**src/rtl/data_rd_responder.sv**
```systemverilog
// Data-read responder: one-cycle hits from a small direct-mapped word buffer, misses via req/ack fetch.
// Optional macro DATA_RD_BUF_EN enables the buffer; without it every read goes to the backing memory.
module data_rd_responder #(
   parameter int IDX_W = 2
) (
   input  logic        CLK,
   input  logic        RST,
   input  logic        FLUSH,
   input  logic        INV,
   input  logic        DATA_RDEN,
   input  logic [31:0] DATA_RIADDR,
   output logic [31:0] DATA_ROADDR,
   output logic        DATA_RVALID,
   output logic [31:0] DATA_RDATA,
   output logic        DATA_STALL,
   input  logic        DATA_WREN,
   input  logic [31:0] DATA_WADDR,
   input  logic [3:0]  DATA_WSTRB,
   input  logic [31:0] DATA_WDATA,
   output logic        MEM_RD_REQ,
   output logic [31:0] MEM_RD_ADDR,
   input  logic        MEM_RD_ACK,
   input  logic [31:0] MEM_RD_DATA
);

   typedef enum logic [1:0] {IDLE = 2'd0, FETCH = 2'd1, DRAIN = 2'd2} state_t;

   state_t      state, state_nxt;
   logic [31:0] pend_data;
   logic [3:0]  pend_strb;
   logic        rd_go, rd_hit, wr_same_rd, wr_fetch;
   logic [31:0] hit_word, ack_word;
   logic        unused_bits;

   function automatic logic [31:0] merge_bytes(input logic [31:0] old_w,
                                               input logic [31:0] new_w,
                                               input logic [3:0]  strb);
      logic [31:0] r;
      r = old_w;
      for (int b = 0; b < 4; b++)
         if (strb[b]) r[8*b +: 8] = new_w[8*b +: 8];
      return r;
   endfunction

   assign rd_go      = DATA_RDEN && !FLUSH;
   assign wr_same_rd = DATA_WREN && (DATA_WADDR[31:2] == DATA_RIADDR[31:2]);
   assign wr_fetch   = DATA_WREN && (DATA_WADDR[31:2] == MEM_RD_ADDR[31:2]);
   // Writes that raced the fetch (earlier ones in pend, this cycle's on top) override memory data
   assign ack_word   = merge_bytes(merge_bytes(MEM_RD_DATA, pend_data, pend_strb),
                                   DATA_WDATA, wr_fetch ? DATA_WSTRB : 4'b0000);
   assign DATA_STALL = (state != IDLE);

`ifdef DATA_RD_BUF_EN
   localparam int NENT  = 1 << IDX_W;
   localparam int TAG_W = 30 - IDX_W;

   logic [NENT-1:0]             buf_vld;
   logic [NENT-1:0][TAG_W-1:0]  buf_tag;
   logic [NENT-1:0][31:0]       buf_data;
   logic [IDX_W-1:0]            rd_idx, wr_idx, fill_idx;
   logic                        wr_hit, fill_en;

   assign rd_idx   = DATA_RIADDR[IDX_W+1:2];
   assign wr_idx   = DATA_WADDR[IDX_W+1:2];
   assign fill_idx = MEM_RD_ADDR[IDX_W+1:2];
   assign rd_hit   = buf_vld[rd_idx] && (buf_tag[rd_idx] == DATA_RIADDR[31:IDX_W+2]);
   assign wr_hit   = DATA_WREN && buf_vld[wr_idx] && (buf_tag[wr_idx] == DATA_WADDR[31:IDX_W+2]);
   assign hit_word = merge_bytes(buf_data[rd_idx], DATA_WDATA, wr_same_rd ? DATA_WSTRB : 4'b0000);
   assign fill_en  = (state != IDLE) && MEM_RD_ACK;
   assign unused_bits = ^{DATA_RIADDR[1:0], DATA_WADDR[1:0]};

   // Fill is ordered after INV so an in-flight fetch still lands
   always_ff @(posedge CLK) begin
      if (RST) begin
         buf_vld <= '0;
      end else begin
         if (INV)     buf_vld <= '0;
         if (fill_en) buf_vld[fill_idx] <= 1'b1;
      end
   end

   always_ff @(posedge CLK) begin
      if (!RST) begin
         if (wr_hit)
            buf_data[wr_idx] <= merge_bytes(buf_data[wr_idx], DATA_WDATA, DATA_WSTRB);
         if (fill_en) begin
            buf_tag[fill_idx]  <= MEM_RD_ADDR[31:IDX_W+2];
            buf_data[fill_idx] <= ack_word;
         end
      end
   end
`else
   assign rd_hit      = 1'b0;
   assign hit_word    = '0;
   assign unused_bits = ^{INV, DATA_RIADDR[1:0], DATA_WADDR[1:0]};
`endif

   always_ff @(posedge CLK) begin
      if (RST) state <= IDLE;
      else     state <= state_nxt;
   end

   // An ACK always completes the bus transaction; FLUSH only suppresses the return
   always_comb begin
      state_nxt = state;
      case (state)
         IDLE:    if (rd_go && !rd_hit) state_nxt = FETCH;
         FETCH:   if (MEM_RD_ACK) state_nxt = IDLE;
                  else if (FLUSH) state_nxt = DRAIN;
         DRAIN:   if (MEM_RD_ACK) state_nxt = IDLE;
         default: state_nxt = IDLE;
      endcase
   end

   always_ff @(posedge CLK) begin
      if (RST) begin
         DATA_RVALID <= 1'b0;
         DATA_RDATA  <= '0;
         DATA_ROADDR <= '0;
         MEM_RD_REQ  <= 1'b0;
         MEM_RD_ADDR <= '0;
         pend_data   <= '0;
         pend_strb   <= '0;
      end else begin
         DATA_RVALID <= 1'b0;
         case (state)
            IDLE: begin
               if (rd_go) begin
                  if (rd_hit) begin
                     DATA_RVALID <= 1'b1;
                     DATA_RDATA  <= hit_word;
                     DATA_ROADDR <= {DATA_RIADDR[31:2], 2'b00};
                  end else begin
                     MEM_RD_REQ  <= 1'b1;
                     MEM_RD_ADDR <= {DATA_RIADDR[31:2], 2'b00};
                     pend_data   <= DATA_WDATA;
                     pend_strb   <= wr_same_rd ? DATA_WSTRB : 4'b0000;
                  end
               end
            end
            FETCH, DRAIN: begin
               if (MEM_RD_ACK) begin
                  MEM_RD_REQ <= 1'b0;
                  if (state == FETCH && !FLUSH) begin
                     DATA_RVALID <= 1'b1;
                     DATA_RDATA  <= ack_word;
                     DATA_ROADDR <= MEM_RD_ADDR;
                  end
               end else if (wr_fetch) begin
                  pend_data <= merge_bytes(pend_data, DATA_WDATA, DATA_WSTRB);
                  pend_strb <= pend_strb | DATA_WSTRB;
               end
            end
            default: ;
         endcase
      end
   end

endmodule

```
**config.mk**
```make
export PLATFORM = sky130hd
export DESIGN_NAME = data_rd_responder
export DESIGN_NICKNAME = d
export VERILOG_FILES = /design/src/rtl/data_rd_responder.sv
export SDC_FILE = /design/constraint.sdc
export NUM_CORES = 1
export LEC_CHECK = 0
export ABC_CLOCK_PERIOD_IN_PS = 3600
export BUFFER_PORTS_ARGS = -buffer_cell sky130_fd_sc_hd__buf_4
export CAP_MARGIN = 20
export CORE_AREA = 2 2 168 129
export CTS_BUF_LIST = sky130_fd_sc_hd__clkbuf_2 sky130_fd_sc_hd__clkbuf_4 sky130_fd_sc_hd__clkbuf_8
export CTS_CLUSTER_DIAMETER = 30
export DETAILED_ROUTE_END_ITERATION = 7
export DIE_AREA = 0 0 170 131
export MAX_ROUTING_LAYER = met4
export SYNTH_ARGS = -nofsm -noshare
export SYNTH_HDL_FRONTEND = slang
export SYNTH_SLANG_ARGS = --single-unit
```
**constraint.sdc**
```tcl
create_clock -name CLK -period 3.6 [get_ports CLK]
set_input_delay 0.18 -clock CLK [delete_from_list [all_inputs] [get_ports CLK]]
set_output_delay 0.18 -clock CLK [all_outputs]
set_load 0.1 [all_outputs]
```
======== Word-level counts from Yosys, hierarchy flattened ========
Cells that the tools add are included.
cells by class
  eq/ne operators ......................... 14
  mux-type cells .......................... 31
  bitwise gates (word level) .............. 3
  reduce and logical (&&, ||, !) cells .... 19
operator list
  operator                                                          number
  32-bit two-way mux                                                3
  8-bit two-way mux                                                 12
  32-bit one-hot mux with 2 select lines                            1
  30-bit == test                                                    2
  4-bit two-way mux                                                 5
  5-bit AND reduction                                               4
  2-bit inequality test (second input constant)                     9
  3-bit AND reduction                                               3
  2-bit two-way mux                                                 4
  4-bit one-hot mux with 2 select lines                             1
  2-bit one-hot mux with 3 select lines                             1
  1-bit logical AND                                                 4
  4-bit OR                                                          1
  4-bit AND reduction                                               1
  2-bit nonzero test                                                2
  1-bit two-way mux                                                 3
  3-bit inequality test (second input constant)                     1
  3-bit OR reduction                                                1
  2-bit by 1-bit == test with 1-bit output (second input constant)  1
  2-bit == test (second input constant)                             1
  2-bit zero test                                                   1
  1-bit inverter                                                    2
  1-bit one-hot mux with 2 select lines                             1
  2-bit AND reduction                                               1
  other kinds (2)                                                   2
storage, ports and cells
  bits in registers ....................... 132
  bits of input ports ..................... 139
  output and inout port bits .............. 99

======== Longest topological paths before layout ========
  word-level depth ........................ 5
  gate-level depth with buffers ........... 10

======== Worst setup path after synthesis ========
Ideal clock, no wire load.
  path type ............................... reg-to-reg
  start point ............................. reg MEM_RD_ADDR[20]
  end point ............................... reg pend_data[29]
  library setup time ...................... 95 ps
  arrival ................................. 2,619 ps
  setup slack ............................. 886 ps
  stages on the path, launching flop included .. 9
  cells stage by stage .................... dfxtp_1 xor2_1 nor4_4 nand4_4 nor4_4 buf_6 buf_6 nand4_1 o311ai_1
between the ends
  longest elaborated chain between the ends .. 4
ends and longest elaborated chain
  item                             RTL line  source
  start: declaration               21        output logic [31:0] MEM_RD_ADDR,
  start signal: assignment         135       MEM_RD_ADDR <= {DATA_RIADDR[31:2], 2'b00};
  30-bit == test                   47        assign wr_fetch = DATA_WREN && (DATA_WADDR[31:2] == MEM_RD_ADDR[31:2]);
  1-bit logical AND                47
  2-bit inequality test (no line)  --
  5-bit AND reduction (no line)    --
  end signal: assignment           150       pend_data <= merge_bytes(pend_data, DATA_WDATA, DATA_WSTRB);
  end: declaration                 29        logic [31:0] pend_data;
No other way between the ends.
A chain may end at the register's enable or synchronous reset.

======== Worst setup path after layout ========
  start point ............................. reg state[1]
  end point ............................... reg pend_data[15]
between the ends
  longest elaborated chain between the ends .. 4
  elaborated cells between the ends (all ways) .. 11
ends and longest elaborated chain
  item                                                                              RTL line  source
  start: declaration                                                                28        state_t state, state_nxt;
  start signal: assignment                                                          100       else state <= state_nxt;
  2-bit by 1-bit == test with 1-bit output / 2-bit == test (equally long branches)  126       case (state)
  2-bit OR reduction                                                                126
  2-bit inequality test (no line) / 2-bit nonzero test (equally long branches)      --
  5-bit AND reduction (no line)                                                     --
Parallel ways exist; a longest one is shown, timed or not.

==> impl_results.md <==
* Pin count of the biggest net entering global routing at 96
* First-pass GRT wire length at 36500 um
* RSZ-0062 raised after global routing: false
* Final TNS setup at 0 ns
* Worst setup SP type: register
* Final hold violations at 0
* Die Ht at 131 um
* Cts hold-fix bufs at 64
* Mean Syn Cell Area at 8.35 um^2
* Run status: finished clean
* IO Count at 238
* Worst slew pin tran at 0.983 ns
* Share of layout cells above drive strength 1 at 26.5%
* Worst Hold Launch: DATA_WDATA[31]
* Yosys warning count at 0
* # resized after CTS at 0
* Clk buf depth at 2
* Initial antenna violation count at 0
* Final WS setup at 0.806 ns
* Fin crit period at 2.79 ns
* Sequential share of the synthesized area at 37.1%
* Crit Path Class: reg -> reg
* Hold crit path type: in -> reg
* Yosys top cell area share at 37.1%
* Die width at 170 um
* Synthesized area at 7130 um^2
* DIE AREA at 22300 um^2
* CTS tree: built
* Critical Path Fanout Max at 56
* Vias at 7342
* FP Rows at 46
* Post-CTS Setup Bufs at 0
* Routability cong. at 0.866
* Num CTS Buffers at 17
* Drt pass-1 iters at 5
* Synthesis-to-finish area growth at 39.8%
* Relative slew slack at 34.2%
* CTS sink count at 132
* Worst setup path start: state[1]
* Routed length per placed instance at 17.4 um
* Synth area leaders: dfxtp_1, nand2_1, nand4_1, nand3_1, mux2i_1
* Reg2Reg Launch Point: state[1]
* Final Setup Violations at 0
* Cells after synthesis at 853
* Initial Util at 34.4%
* Worst-path clk slew at 0.08 ns
* HPWL Detailed at 16000 um
* Core region area at 20700 um^2
* Detailed-route wire length at 23900 um
* Critical Path End Type: register
* Crit path DAT at 3.11 ns
* H-tree depth at 4
* Ant diodes at 0
* Pleak at 3.85 nW
* Post-route clock period utilization at 77.6%
* Grt ovf at 0
* DRT antenna net count at 0
* Global Route Usage Sum at 21.4%
* Number of global-route vias before repair at 6666
* Skew final at 0.0210 ns
* Power per Cell Area at 375 nW/um^2
* I/O Buffers at 228
* R2R Setup Slk at 0.81 ns
* Fin nets at 1232
* Synth area leader: dfxtp_1
* Maximum vdd drop at 0.205 mV
* Synth Register Bits at 132
* Library cells used by synthesis at 37
* DR vias/cell at 5.37
* Peak Freq at 0.358 GHz
* Worst-Skew Late Latency at 0.45 ns
* DRT iter0 DRCs at 607
* Worst EP required at 3.91 ns
* Pre-CTS setup slack at 0.853 ns
* Root Driver: clkbuf_8
* Fin. max-slew vios at 0
* DRC at 0
* # Max-Cap Violations at 0
-- layer usage --
| layer | vias to the layer above | wire length, um | global-route usage (%) | share of wire (%) |
|---|---|---|---|---|
| li1 | 3625 | - | - | - |
| met1 | 3469 | 11800 | 30.6 | 49 |
| met2 | 226 | 10500 | 30.8 | 44 |
| met3 | 22 | 1290 | 4.01 | 5.4 |
| met4 | 0 | 296 | 5.68 | 1.2 |
| met5 | - | 0 | - | 0 |
-- worst max-delay path: stages, from the launching register on --
cell and delay [ns]:
dfxtp_1 0.36, inv_1 0.07, ha_2 0.68, nand2_1 0.27
o211ai_1 0.51, buf_12 0.34, nor4b_1 0.09, a31oi_1 0.20
o311ai_1 0.12
-- state kept, by name (all words and copies together), names as in the netlist --
name	cells
DATA_ROADDR	30
pend_data	32
DATA_RDATA	32
MEM_RD_ADDR	30
MEM_RD_REQ	1
DATA_RVALID	1
pend_strb	4
state	2
-- worst paths after layout --
path                     end  cells past startpoint
min            pend_data[31]                      3
max            pend_data[15]                      8
min reg2reg  DATA_ROADDR[12]                      2
max reg2reg    pend_data[15]                      8
-- power breakdown --
part / switching (mW) / leakage (nW) / internal [mW]
Combinational: 0.508 / 2.58 / 0.299
Sequential: 0.0561 / 1.07 / 1.52
Clock: 0.650 / 0.196 / 0.701
Total: 1.21 / 3.85 / 2.52
-- synthesized netlist by cell type (all sizes together) --
master,count
ha,3
nand4,72
nand3b,1
o21bai,1
xnor2,26
nor4b,32
mux2i,32
conb,1
nand4b,1
a31oi,32
nor2b,3
o211ai,2
xor2,34
nand2b,1
nand3,71
inv,4
a32o,4
dfxtp,132
and2,1
nand2,158
clkbuf,62
o41ai,1
o311ai,32
o211a,1
buf,31
a211oi,1
or4,32
a21oi,63
nor2,6
nor4,13
-- area by class of cell --
cell class | instances | area, um^2
clock buffer | 18 | 241
sequential | 132 | 2640
timing repair buffer | 308 | 2520
fill | 2034 | 10800
tap | 264 | 330
clock inverter | 14 | 176
multi-input combinational | 627 | 4040
inverter | 4 | 16.3
-- cell families after synthesis --
group	Yosys count	synth area share (%)
XOR/XNOR	60	7.37
AO/OA/AOI/OAI	137	12.5
adder cells (fa/ha/maj)	3	0.527
buffers and inverters	97	6.69
flip-flops	132	37.1
multiplexers	32	4.50
other	1	0.0526
AND/OR/NAND/NOR	391	31.3
-- stage by stage --
stage	hold WS, ns	util (%)	cell area [um^2]	power (mW)	instances
after floorplan	0.316	-	7140	2.07	856
final	0.0206	48.1	9960	3.73	1367
after detailed placement	0.435	42.9	8880	2.35	1270
after global routing	0.0108	48.1	9960	3.89	1367
after CTS	0.00139	48.0	9940	3.76	1366
after global placement	0.431	42.9	8880	2.34	1270
-- layout by cell type (no fill, tap or decap), types with 5 or more instances in the layout --
cell           instances
a21oi_1               63
a31oi_1               32
buf_4                241
clkbuf_8              17
clkinvlp_4             5
dfxtp_1              132
dlygate4sd3_1         64
mux2i_1               32
nand2_1              158
nand3_1               70
nand4_1               70
nor2_1                 6
nor4_4                 8
nor4b_1               32
o311ai_1              32
or4_1                 32
xnor2_1               26
xor2_1                34
(Power assumes the default switching activity.)
